<file path="src/rtl/instruction_loader_pkg.sv">
// Shared constants and FSM encoding for the instruction loader.
package instruction_loader_pkg;

  typedef enum logic [1:0] {
    StIdle    = 2'd0,
    StReceive = 2'd1,
    StWrite   = 2'd2,
    StDone    = 2'd3
  } state_e;

  localparam logic [31:0] HaltWordDefault = 32'hFFFF_FFFF;
  localparam int unsigned BytesPerWord    = 4;

endpackage

</file>
<file path="src/rtl/instruction_loader_byte_assembler.sv">
// Shifts received bytes into a word, MSB first, and flags the final byte of each word.
module instruction_loader_byte_assembler
  import instruction_loader_pkg::*;
#(
  parameter int unsigned NB_DATA = 32,
  parameter int unsigned NB_BYTE = 8
) (
  input  logic               i_clock,
  input  logic               i_reset,
  input  logic               i_clear,
  input  logic               i_shift_en,
  input  logic [NB_BYTE-1:0] i_byte,
  output logic [NB_DATA-1:0] o_word,
  output logic               o_word_ready
);

  localparam int unsigned     NbIdx   = $clog2(BytesPerWord);
  localparam logic [NbIdx-1:0] LastIdx = NbIdx'(BytesPerWord - 1);

  logic [NbIdx-1:0]   r_idx;
  logic [NB_DATA-1:0] r_word;

  // Shift register and byte index; clear discards any partial word.
  always_ff @(posedge i_clock or posedge i_reset) begin
    if (i_reset) begin
      r_idx  <= '0;
      r_word <= '0;
    end else if (i_clear) begin
      r_idx  <= '0;
      r_word <= '0;
    end else if (i_shift_en) begin
      r_word <= {r_word[NB_DATA-NB_BYTE-1:0], i_byte};
      r_idx  <= (r_idx == LastIdx) ? '0 : r_idx + NbIdx'(1);
    end
  end

  // Word completes on the edge that accepts this byte.
  assign o_word_ready = i_shift_en && (r_idx == LastIdx);
  assign o_word       = r_word;

endmodule

</file>
<file path="src/rtl/instruction_loader.sv">
// Loads a program from a byte stream into instruction memory, stalling the CPU meanwhile.
module instruction_loader
  import instruction_loader_pkg::*;
#(
  parameter int unsigned        NB_DATA   = 32,
  parameter int unsigned        NB_BYTE   = 8,
  parameter int unsigned        NB_ADDR   = 10,
  parameter logic [NB_DATA-1:0] HALT_WORD = HaltWordDefault
) (
  input  logic               i_clock,
  input  logic               i_reset,
  input  logic               i_load_start,
  input  logic [NB_BYTE-1:0] i_rx_data,
  input  logic               i_rx_done,
  output logic               o_imem_wr_en,
  output logic [NB_ADDR-1:0] o_imem_addr,
  output logic [NB_DATA-1:0] o_imem_data,
  output logic               o_cpu_stall,
  output logic               o_load_done,
  output logic               o_overflow,
  output logic [NB_ADDR:0]   o_word_count
);

  localparam logic [NB_ADDR-1:0] LastAddr = '1;

  state_e             r_state;
  state_e             w_next_state;
  logic               w_clear;
  logic               w_shift_en;
  logic               w_write;
  logic               w_word_ready;
  logic               w_is_halt;
  logic [NB_DATA-1:0] w_word;
  logic [NB_ADDR-1:0] r_addr;
  logic [NB_ADDR:0]   r_count;
  logic               r_overflow;
  logic [NB_ADDR-1:0] r_last_addr;
  logic [NB_DATA-1:0] r_last_data;

  instruction_loader_byte_assembler #(
    .NB_DATA (NB_DATA),
    .NB_BYTE (NB_BYTE)
  ) u_byte_assembler (
    .i_clock      (i_clock),
    .i_reset      (i_reset),
    .i_clear      (w_clear),
    .i_shift_en   (w_shift_en),
    .i_byte       (i_rx_data),
    .o_word       (w_word),
    .o_word_ready (w_word_ready)
  );

  assign w_write   = (r_state == StWrite);
  assign w_is_halt = (w_word == HALT_WORD);

  // State register.
  always_ff @(posedge i_clock or posedge i_reset) begin
    if (i_reset) begin
      r_state <= StIdle;
    end else begin
      r_state <= w_next_state;
    end
  end

  // Next state plus assembler control; bytes are only accepted in StReceive.
  always_comb begin
    w_next_state = r_state;
    w_clear      = 1'b0;
    w_shift_en   = 1'b0;
    unique case (r_state)
      StIdle: begin
        if (i_load_start) begin
          w_clear      = 1'b1;
          w_next_state = StReceive;
        end
      end
      StReceive: begin
        w_shift_en = i_rx_done;
        if (w_word_ready) w_next_state = StWrite;
      end
      StWrite: begin
        if (w_is_halt || (r_addr == LastAddr)) w_next_state = StDone;
        else                                   w_next_state = StReceive;
      end
      StDone:  w_next_state = StIdle;
      default: w_next_state = StIdle;
    endcase
  end

  // Address, count, overflow and the held copy of the last write.
  always_ff @(posedge i_clock or posedge i_reset) begin
    if (i_reset) begin
      r_addr      <= '0;
      r_count     <= '0;
      r_overflow  <= 1'b0;
      r_last_addr <= '0;
      r_last_data <= '0;
    end else if (w_clear) begin
      r_addr     <= '0;
      r_count    <= '0;
      r_overflow <= 1'b0;
    end else if (w_write) begin
      r_count     <= r_count + (NB_ADDR + 1)'(1);
      r_last_addr <= r_addr;
      r_last_data <= w_word;
      // Overflow is checked before incrementing so the address never wraps.
      if (!w_is_halt) begin
        if (r_addr == LastAddr) r_overflow <= 1'b1;
        else                    r_addr     <= r_addr + NB_ADDR'(1);
      end
    end
  end

  // Memory bus shows live values during the write and holds them afterwards.
  assign o_imem_wr_en = w_write;
  assign o_imem_addr  = w_write ? r_addr : r_last_addr;
  assign o_imem_data  = w_write ? w_word : r_last_data;
  assign o_cpu_stall  = (r_state != StIdle);
  assign o_load_done  = (r_state == StDone);
  assign o_overflow   = r_overflow;
  assign o_word_count = r_count;

endmodule

</file>
<file path="config.mk">
export PLATFORM = sky130hd
export DESIGN_NAME = instruction_loader
export DESIGN_NICKNAME = d
export VERILOG_FILES = /design/src/rtl/instruction_loader_pkg.sv /design/src/rtl/instruction_loader_byte_assembler.sv /design/src/rtl/instruction_loader.sv
export SDC_FILE = /design/constraint.sdc
export NUM_CORES = 1
export LEC_CHECK = 0
export CAP_MARGIN = 20
export CORE_ASPECT_RATIO = 0.7
export CORE_MARGIN = 3
export CORE_UTILIZATION = 30
export DETAILED_ROUTE_END_ITERATION = 10
export PLACE_DENSITY = 0.51
export SLEW_MARGIN = 20
export SYNTH_ARGS = -nofsm -noshare
export SYNTH_HDL_FRONTEND = slang
export SYNTH_SLANG_ARGS = --single-unit
</file>
<file path="constraint.sdc">
create_clock -name i_clock -period 3.7 [get_ports i_clock]
set_input_delay 0.555 -clock i_clock [delete_from_list [all_inputs] [get_ports i_clock]]
set_output_delay 0.555 -clock i_clock [all_outputs]
set_load 0.01 [all_outputs]
</file>
==> results of run 1 <==
==> logic make-up after synthesis <==
logic type,count (synthesis),synth area share
muxes,4,0.009434
and+or+nand+nor,237,0.2367
adders and majority gates,3,0.008845
AOI/OAI and AO/OA,76,0.1288
buffers and inverters,27,0.02653
DFF,100,0.5896
==> tightest hold or removal path, stage by stage (launching register included) <==
cell and delay (ns):
dfrtp_1 0.32, nand2_1 0.06, nand2_1 0.06
==> power breakdown <==
group | internal (W) | switching (W)
sequential | 0.00144 | 0.000290
combinational | 0.000555 | 0.000517
clock | 0.000559 | 0.000396
total | 0.00255 | 0.00120
==> synthesized netlist by cell type (2+ instances only) <==
cell,number
nand3_1,6
mux2i_1,4
o211ai_1,3
a31oi_1,5
clkbuf_1,13
nor2_1,15
or3_1,3
dfrtp_1,100
and2_1,2
and3_1,6
nand4_1,13
a22o_1,35
buf_1,4
a21oi_1,4
or4_4,2
o21ai_0,23
inv_1,5
o21ai_2,2
buf_2,3
ha_1,3
nand2_1,182
==> final cells by class <==
cell class	count	area, um^2
clock buffers	12	256.5
multi-input cells	320	1634
inverters	6	27.53
well taps	185	231.5
flip-flops and latches	100	2502
clock inverters	4	47.55
repair buffers	74	725.7
fillers	1373	8063
==> registers in the layout, indices dropped and copies added, names as in the netlist <==
signal and cells:
u_byte_assembler.o_word 32, r_addr 10, o_overflow 1, o_word_count 11
r_last_data 32, r_state 2, r_last_addr 10, u_byte_assembler.r_idx 2
==> final timing paths <==
path | from | end | slack, ns | depth (start not counted)
hold reg to reg | r_last_addr[8] | r_last_addr[8] | 0.47 | 2
min in group asynchronous | i_reset | r_last_data[27] | 0.70 | 2
max in group asynchronous | i_reset | u_byte_assembler.o_word[9] | 2.26 | 3
setup reg to reg | r_state[0] | r_addr[9] | 1.33 | 6
hold / removal | r_last_addr[8] | r_last_addr[8] | 0.47 | 2
setup / recovery | r_state[0] | o_imem_addr[0] | 0.74 | 6
==> layer usage <==
layer	vias up	GRT usage
met5	-	0
met4	0	0.03889
met3	11	0.03997
met2	75	0.2029
met1	1623	0.2139
li1	1647	-
==> stage by stage <==
step	setup WS (ns)	total power [W]	util	instance area [um^2]	hold WS, ns
final	0.7397	0.003752	0.4022	5425	0.4676
after global routing	0.5266	0.004019	0.4022	5425	0.4921
after CTS	0.6833	0.003810	0.4020	5423	0.4720
after detailed placement	1.063	0.002834	0.3795	5119	0.4559
after global placement	1.110	0.002813	0.3795	5119	0.4521
after floorplan	0.5262	0.002270	-	4244	0.4387
==> results.ini, run 1 <==
[yosys]
ys_async_sr_fraction = 1.000
ys_seq_area_frac = 0.5896
synthesis.nets = 462
synth.distinct_cells = 35
synth_edf_count = 0
syn-cell-area_mm2 = 0.004244
synth_warnings = 0
synth-seq-cells = 100
ys.flop_type = dfrtp_1
synth_top_area_frac = 0.5896
syn_inst = 447
synth_area_per_cell_um2 = 9.495
ys_top_cells_by_area = dfrtp_1 59%, nand2_1 16%, a22o_1 7.2%, o21ai_0 2.7%, nand4_1 1.9%
yosysTopAreaCell = dfrtp_1

[sta]
post-route-period-util = 0.8001
clock_skew_ns = 0.005800
max_freq_mhz = 337.8
finalSetupTns_ns = 0
drv_slew = 0
worstMarginPinSlew_ns = 0.7374
rsz0062_at_grt = no
setup_viol = 0
relSlewSlack = 0.5084
period_needed_ns = 2.960
hold_viol = 0

[clock_network]
cts_buffer_depth = 2
cts_tree = done
cts.repair.resized = 0
numCtsBuffers = 9
clock-root-buffer = clkbuf_16
clk_pin_slew_ns = 0.06
clkSinkCount = 100
ctsHoldBuffers = 0
cts_setup_buffers = 0
htreeDepth = 3
clk_latency_ns = 0.34

[final_layout]
stdcell_count = 701
final_cell_mix = 182 x nand2_1, 100 x dfrtp_1, 68 x clkdlybuf4s50_1, 35 x a22o_1, 23 x o21ai_0
drive_above_1_share = 0.05814
layout_commonest_cell = nand2_1
nets = 526
syn2layout_area_growth_pct = 27.83
num_antenna_cells = 0

[detailed_routing]
routed_wl_um = 10440
wl_met1_um = 5393
drt-initial-drc-count = 236
top_layer = met4
met2WireLength_um = 4370
drc = 0
wl_met3_um = 560
drtAntennaViolNets = 0
post_drt_wl_per_cell_um = 14.89
drt_pre_antenna_iters = 4
vias = 3356
drt-vias-per-instance = 4.787

[critical_path]
cp.arrival_ns = 2.41
slowest_delay_ns = 0.53
endpoint_kind = output port
start_kind = flip-flop
cp_common_cell = nand2_1
required_ns = 3.14
cp_max_fo = 41
crit_family = buffers and inverters
crit_buf_inv = 3
worstSetupPathType = reg2out
cp_cell_sequence = nand2b_2 > clkinv_1 > buf_4 > nand2_1 > nand2_1 > clkdlybuf4s50_1
crit_slowest_cell = clkdlybuf4s50_1

[placed_design]
detailed_place_hpwl_um = 7029
gp_congestion = 0.8149
dp.cells = 685
io_buffers = 68

[grt]
grt_pass1_vias = 3451
track_usage = 0.1433
antenna_found_initial = 0
grt-ovfl-total = 0
grt_max_degree = 80
grt_first_pass_wirelength_um = 17970

[die]
start_util = 0.3147
die_h_um = 105.5
core_area_mm2 = 0.01349
die_w_um = 148.2
dieArea_mm2 = 0.01563
ios = 69
rows = 35

[power]
p_leak_nw = 2.766
ir_drop_mv = 0.2467
power_density_mw_per_mm2 = 691.6

[flow_run]
maxCapViolCount = 0

[worst_hold_path]
min_path_type = reg2reg

[status]
status = finished clean

No activity file was read; power rests on OpenSTA's default activity.
==> run 2: changes to the inputs <==
clock period = 2.9 ns   (was 3.7 ns; I/O delays follow)
==> results.ini, run 2 (synthesis results as in run 1) <==
[status]
status = finished clean

[die]
die_w_um = 148.2  ; unchanged
ios = 69  ; unchanged
die_h_um = 105.5  ; unchanged
core_area_mm2 = 0.01349  ; unchanged
rows = 35  ; unchanged
start_util = 0.3147  ; unchanged
dieArea_mm2 = 0.01563  ; unchanged

[grt]
track_usage = 0.1428  ; -0.0004729
antenna_found_initial = 0  ; unchanged
grt_max_degree = 58  ; -28%
grt-ovfl-total = 0  ; unchanged
grt_first_pass_wirelength_um = 17880  ; -0.50%
grt_pass1_vias = 3415  ; -1.0%

[critical_path]
cp_cell_sequence = nand2b_2 > buf_4 > nand2_1 > nand2_1 > clkdlybuf4s50_1
start_kind = flip-flop
reg2reg_depth = 6  ; unchanged
crit_family = buffers and inverters
required_ns = 2.47  ; -0.67 ns
crit_buf_inv = 2  ; -1
endpoint_kind = output port
worstSetupPathType = reg2out
cp.depth = 5  ; -1
slowest_delay_ns = 0.55  ; +0.02 ns
cp_max_fo = 57  ; +39%
cp.arrival_ns = 2.16  ; -0.25 ns
crit_slowest_cell = clkdlybuf4s50_1
cp_common_cell = nand2_1

[detailed_routing]
post_drt_wl_per_cell_um = 14.92  ; +0.19%
drt-initial-drc-count = 211  ; -11%
drt_pre_antenna_iters = 4  ; unchanged
routed_wl_um = 10460  ; +0.19%
drt-vias-per-instance = 4.839  ; +1.1%
vias = 3392  ; +1.1%
drc = 0  ; unchanged
drtAntennaViolNets = 0  ; unchanged

[clock_network]
numCtsBuffers = 9  ; unchanged
cts_buffer_depth = 2  ; unchanged
clk_pin_slew_ns = 0.07  ; about the same
clk_latency_ns = 0.34  ; about the same
htreeDepth = 3  ; unchanged
cts_tree = done
cts_setup_buffers = 0  ; unchanged
cts.repair.resized = 0  ; unchanged
clkSinkCount = 100  ; unchanged
clock-root-buffer = clkbuf_16
ctsHoldBuffers = 0  ; unchanged

[placed_design]
detailed_place_hpwl_um = 7316  ; +4.1%
gp_congestion = 0.7849  ; -3.7%
dp_slack_ns = 0.6347  ; -0.4287 ns
dpl_cell_area_mm2 = 0.005152  ; +0.66%
io_buffers = 68  ; unchanged

[final_layout]
drive_above_1_share = 0.05814  ; unchanged
nets = 527  ; +0.19%
n_fill_cell = 1374  ; +0.073%
num_antenna_cells = 0  ; unchanged
syn2layout_area_growth_pct = 28.86
stdcell_area_mm2 = 0.005469  ; +0.81%
final_cell_mix = 182 x nand2_1, 100 x dfrtp_1, 68 x clkdlybuf4s50_1, 35 x a22o_1, 23 x o21ai_0
layout_commonest_cell = nand2_1

[power]
p_leak_nw = 2.783  ; +0.62%
power_density_mw_per_mm2 = 888.4  ; +28%
ir_drop_mv = 0.3506  ; +42%

[sta]
rsz0062_at_grt = no
finalSetupTns_ns = 0  ; unchanged
relSlewSlack = 0.4933  ; -0.01511
setup_viol = 0  ; unchanged
max_freq_mhz = 385.0
worstMarginPinSlew_ns = 0.7585  ; +0.02107 ns
drv_slew = 0  ; unchanged
hold_viol = 0  ; unchanged
post-route-period-util = 0.8957
clock_skew_ns = 0.008358  ; +0.002559 ns
period_needed_ns = 2.597
fin_ws_ns = 0.3025  ; -0.4372 ns

[worst_hold_path]
min_path_type = reg2reg
hold_path_depth = 2  ; unchanged

[flow_run]
maxCapViolCount = 0  ; unchanged

run 2: cell count changes in the layout (fill, tap and decap cells not counted):
cell | before | now
buf_12 | 0 | 2
buf_4 | 6 | 5
bufinv_16 | 1 | 2
clkbuf_8 | 2 | 1
clkinv_2 | 2 | 1
clkinv_4 | 0 | 1
inv_6 | 1 | 0
run 2: metrics by stage:
stage	cells	util	hold WS (ns)	power (W)
CTS	701	0.4055	0.4736	0.004926
floorplan	447	-	0.4387	0.002896
finish	701	0.4055	0.4679	0.004859
global placement	686	0.3820	0.4509	0.003597
global route	701	0.4055	0.4873	0.005188
detailed placement	686	0.3820	0.4571	0.003622
run 2: worst paths after layout:
| path | slack [ns] | start | end |
|---|---|---|---|
| max in group asynchronous | 1.68 | i_reset | r_addr[5] |
| min in group asynchronous | 0.58 | i_reset | r_last_data[7] |
| min | 0.47 | r_last_addr[0] | r_last_addr[0] |
| max | 0.30 | r_state[0] | o_imem_data[6] |
| max reg2reg | 0.83 | r_state[0] | r_addr[9] |
| min reg2reg | 0.47 | r_last_addr[0] | r_last_addr[0] |
run 2: power by group:
part	internal (W)	switching (W)	total [W]
Sequential	0.00183	0.000375	0.00221
Combinational	0.000711	0.000660	0.00137
Clock	0.000776	0.000505	0.00128
run 2: final cells by class:
class                      instances  area [um^2]  area share
inverter                           6        26.28    0.004804
clock inverter                     4        73.82     0.01350
tap                              185        231.5     0.04232
clock buffer                      11        242.7     0.04438
multi-input combinational        320         1634      0.2988
sequential                       100         2502      0.4576
timing repair buffer              75        758.2      0.1386
run 2: worst register-to-register path: stages, from the launching register on:
cell,delay [ns]
dfrtp_1,0.40
nand2b_2,0.19
clkinv_1,0.06
buf_4,0.37
o21a_1,0.43
nand2_1,0.18
o311ai_0,0.33
run 2: layer usage:
layer  vias to the layer above  share of wire  track usage
met2                        83           0.42       0.2051
li1                       1658              -            -
met5                         -              0            0
met4                         0         0.0084      0.02769
met3                         8          0.052      0.03739
met1                      1643           0.52       0.2170
==> run 3: changes to the inputs <==
SYNTH_HIERARCHICAL = 1   (was default)
==> results.ini, run 3 <==
[clock_network]
cts_setup_buffers = 0  ; unchanged
cts.repair.resized = 0  ; unchanged
clk_pin_slew_ns = 0.06  ; about the same
ctsHoldBuffers = 0  ; unchanged
clk_latency_ns = 0.34  ; about the same
htreeDepth = 3  ; unchanged
clkSinkCount = 100  ; unchanged
numCtsBuffers = 9  ; unchanged
cts_buffer_depth = 2  ; unchanged
cts_tree = done
clock-root-buffer = clkbuf_16

[yosys]
ys_async_sr_fraction = 1.000  ; unchanged
ys.flop_type = dfrtp_1
ys_top_cells_by_area = dfrtp_1 56%, nand2_1 16%, mux2i_1 9.6%, nor2_1 3.7%, o21ai_0 2.0%
yosysTopAreaCell = dfrtp_1
syn-cell-area_mm2 = 0.004482  ; +5.6%
synth.distinct_cells = 33  ; -5.7%
syn_inst = 478  ; +6.9%
ys_seq_area_frac = 0.5583  ; -0.03128
synth_edf_count = 0  ; unchanged
synth_commonest_cells = 195 x nand2_1, 100 x dfrtp_1, 44 x nor2_1
synth_area_per_cell_um2 = 9.376  ; -1.2%
synth-seq-cells = 100  ; unchanged
yosysMostFrequentCell = nand2_1
synthesis.nets = 493  ; +6.7%
synth_warnings = 6  ; +6
synth_top_area_frac = 0.5583  ; -0.03128

[sta]
period_needed_ns = 2.630  ; +0.03265 ns
setup_viol = 0  ; unchanged
drv_slew = 0  ; unchanged
relSlewSlack = 0.4462  ; -0.04707
worstMarginPinSlew_ns = 0.8292  ; +0.07068 ns
max_freq_mhz = 380.2  ; -1.2%
hold_viol = 0  ; unchanged
rsz0062_at_grt = no
fin_hold_ws_ns = 0.4663  ; -0.001552 ns
clock_skew_ns = 0.004022  ; -0.004336 ns
post-route-period-util = 0.9069  ; +0.01126
finalSetupTns_ns = 0  ; unchanged

[final_layout]
syn2layout_area_growth_pct = 26.55
final_util = 0.3972  ; -0.008260
layout_commonest_cell = nand2_1
final_cell_mix = 195 x nand2_1, 100 x dfrtp_1, 68 x clkdlybuf4s50_1, 43 x nor2_1, 43 x mux2i_1
drive_above_1_share = 0.06193  ; +0.003791
nets = 559  ; +6.1%
num_antenna_cells = 0  ; unchanged

[placed_design]
gp_congestion = 0.7355  ; -6.3%
io_buffers = 68  ; unchanged
detailed_place_hpwl_um = 7214  ; -1.4%

[detailed_routing]
drt_pre_antenna_iters = 4  ; unchanged
drtAntennaViolNets = 0  ; unchanged
post_drt_wl_per_cell_um = 14.22  ; -4.7%
routed_wl_um = 10510  ; +0.48%
drt-initial-drc-count = 210  ; -0.47%
vias = 3377  ; -0.44%
drc = 0  ; unchanged
drt-vias-per-instance = 4.570  ; -5.6%

[die]
dieArea_mm2 = 0.01647  ; +5.3%
start_util = 0.3139  ; -0.0007766
die_h_um = 108.3  ; +2.6%
rows = 36  ; +2.9%
ios = 69  ; unchanged
die_w_um = 152.1  ; +2.7%
core_area_mm2 = 0.01428  ; +5.9%

[critical_path]
crit_slowest_cell = clkdlybuf4s50_1
cp-startpoint = r_state[0]
slowest_delay_ns = 0.53  ; -0.02 ns
reg2reg_from = r_state[0]
start_kind = flip-flop
required_ns = 2.47  ; about the same
cp_max_fo = 24  ; -58%
cp_common_cell = nand2_1
worstSetupPathType = reg2out
endpoint_kind = output port
cp_cell_sequence = nand2b_2 > inv_2 > buf_12 > nand2_1 > nand2_1 > clkdlybuf4s50_1
cp.arrival_ns = 2.20  ; +0.04 ns

[grt]
grt_max_degree = 67  ; +16%
antenna_found_initial = 0  ; unchanged
grt_first_pass_wirelength_um = 17880  ; unchanged
grt_pass1_vias = 3486  ; +2.1%
track_usage = 0.1344  ; -0.008340
grt-ovfl-total = 0  ; unchanged

[power]
p_leak_nw = 3.045  ; +9.4%
ir_drop_mv = 0.3336  ; -4.8%
power_density_mw_per_mm2 = 818.0  ; -7.9%

[flow_run]
maxCapViolCount = 0  ; unchanged

[worst_hold_path]
min_from = r_last_data[22]
min_path_type = reg2reg

[status]
status = finished clean

## run 3: cell types whose count changed after synthesis, sizes merged, moves of 3 or more
| cell | before | now |
|---|---|---|
| buf | 8 | 13 |
| mux2i | 4 | 43 |
| clkbuf | 13 | 8 |
| or4 | 3 | 0 |
| nor4 | 0 | 3 |
| inv | 5 | 8 |
| a22o | 35 | 0 |
| a31oi | 5 | 2 |
| nor2 | 15 | 45 |
| or3 | 3 | 0 |
| nand2 | 182 | 195 |
| o21ai | 25 | 18 |
| o211ai | 3 | 0 |
## run 3: final timing paths
kind | to | slack [ns] | depth (start not counted)
max reg2reg | r_addr[7] | 0.71 | 5
max | o_imem_addr[0] | 0.27 | 6
min | r_last_data[22] | 0.47 | 2
min in group asynchronous | r_last_addr[7] | 0.55 | 3
max in group asynchronous | u_byte_assembler/r_idx[0] | 2.00 | 3
min reg2reg | r_last_data[22] | 0.47 | 2
## run 3: metrics by stage
step | setup WS, ns | cell area (um^2) | instances | power, W
floorplan | 0.8102 | 4482 | 478 | 0.002851
global placement | 0.6471 | 5368 | 723 | 0.003443
detailed placement | 0.6028 | 5368 | 723 | 0.003477
CTS | 0.2178 | 5672 | 739 | 0.004718
global route | 0.08830 | 5672 | 739 | 0.004963
finish | 0.2699 | 5672 | 739 | 0.004639
## run 3: layout make-up
class,instances,area [um^2]
fill,1426,8607
sequential,100,2502
multi-input combinational,349,1819
timing repair buffer,76,778.2
clock buffer,12,256.5
tap,190,237.7
clock inverter,4,47.55
inverter,8,30.03
## run 3: cell families (layout without fill, tap and decap cells)
group | count (synthesis) | count (layout) | synth area share
fa+ha+maj | 3 | 3 | 0.008376
simple gates | 272 | 272 | 0.2563
flops | 100 | 100 | 0.5583
compound gates | 28 | 28 | 0.03574
xor+xnor | 2 | 2 | 0.003909
mux | 44 | 44 | 0.09938
buf+inv | 29 | 100 | 0.03797
## run 3: worst max-delay path: cells and delay by family, from the launching register on
kind	cells	cell delay (ns)
and+or+nand+nor	3	0.38
buffers and inverters	3	1.07
DFF	1	0.40
## run 3: where the power goes
| group | switching [W] | internal, W | total [W] |
|---|---|---|---|
| logic | 0.000680 | 0.000671 | 0.00135 |
| registers | 0.000297 | 0.00178 | 0.00208 |
| clock network | 0.000499 | 0.000713 | 0.00121 |
## run 3: layer usage
layer  up-vias  wire (um)  global-route usage  share of wire
met2        65       4531              0.2069           0.43
met3         7        473             0.04000          0.045
li1       1677          -                   -              -
met1      1628       5417              0.1891           0.52
met4         0         84             0.02886         0.0080
met5         -          0                   0              0
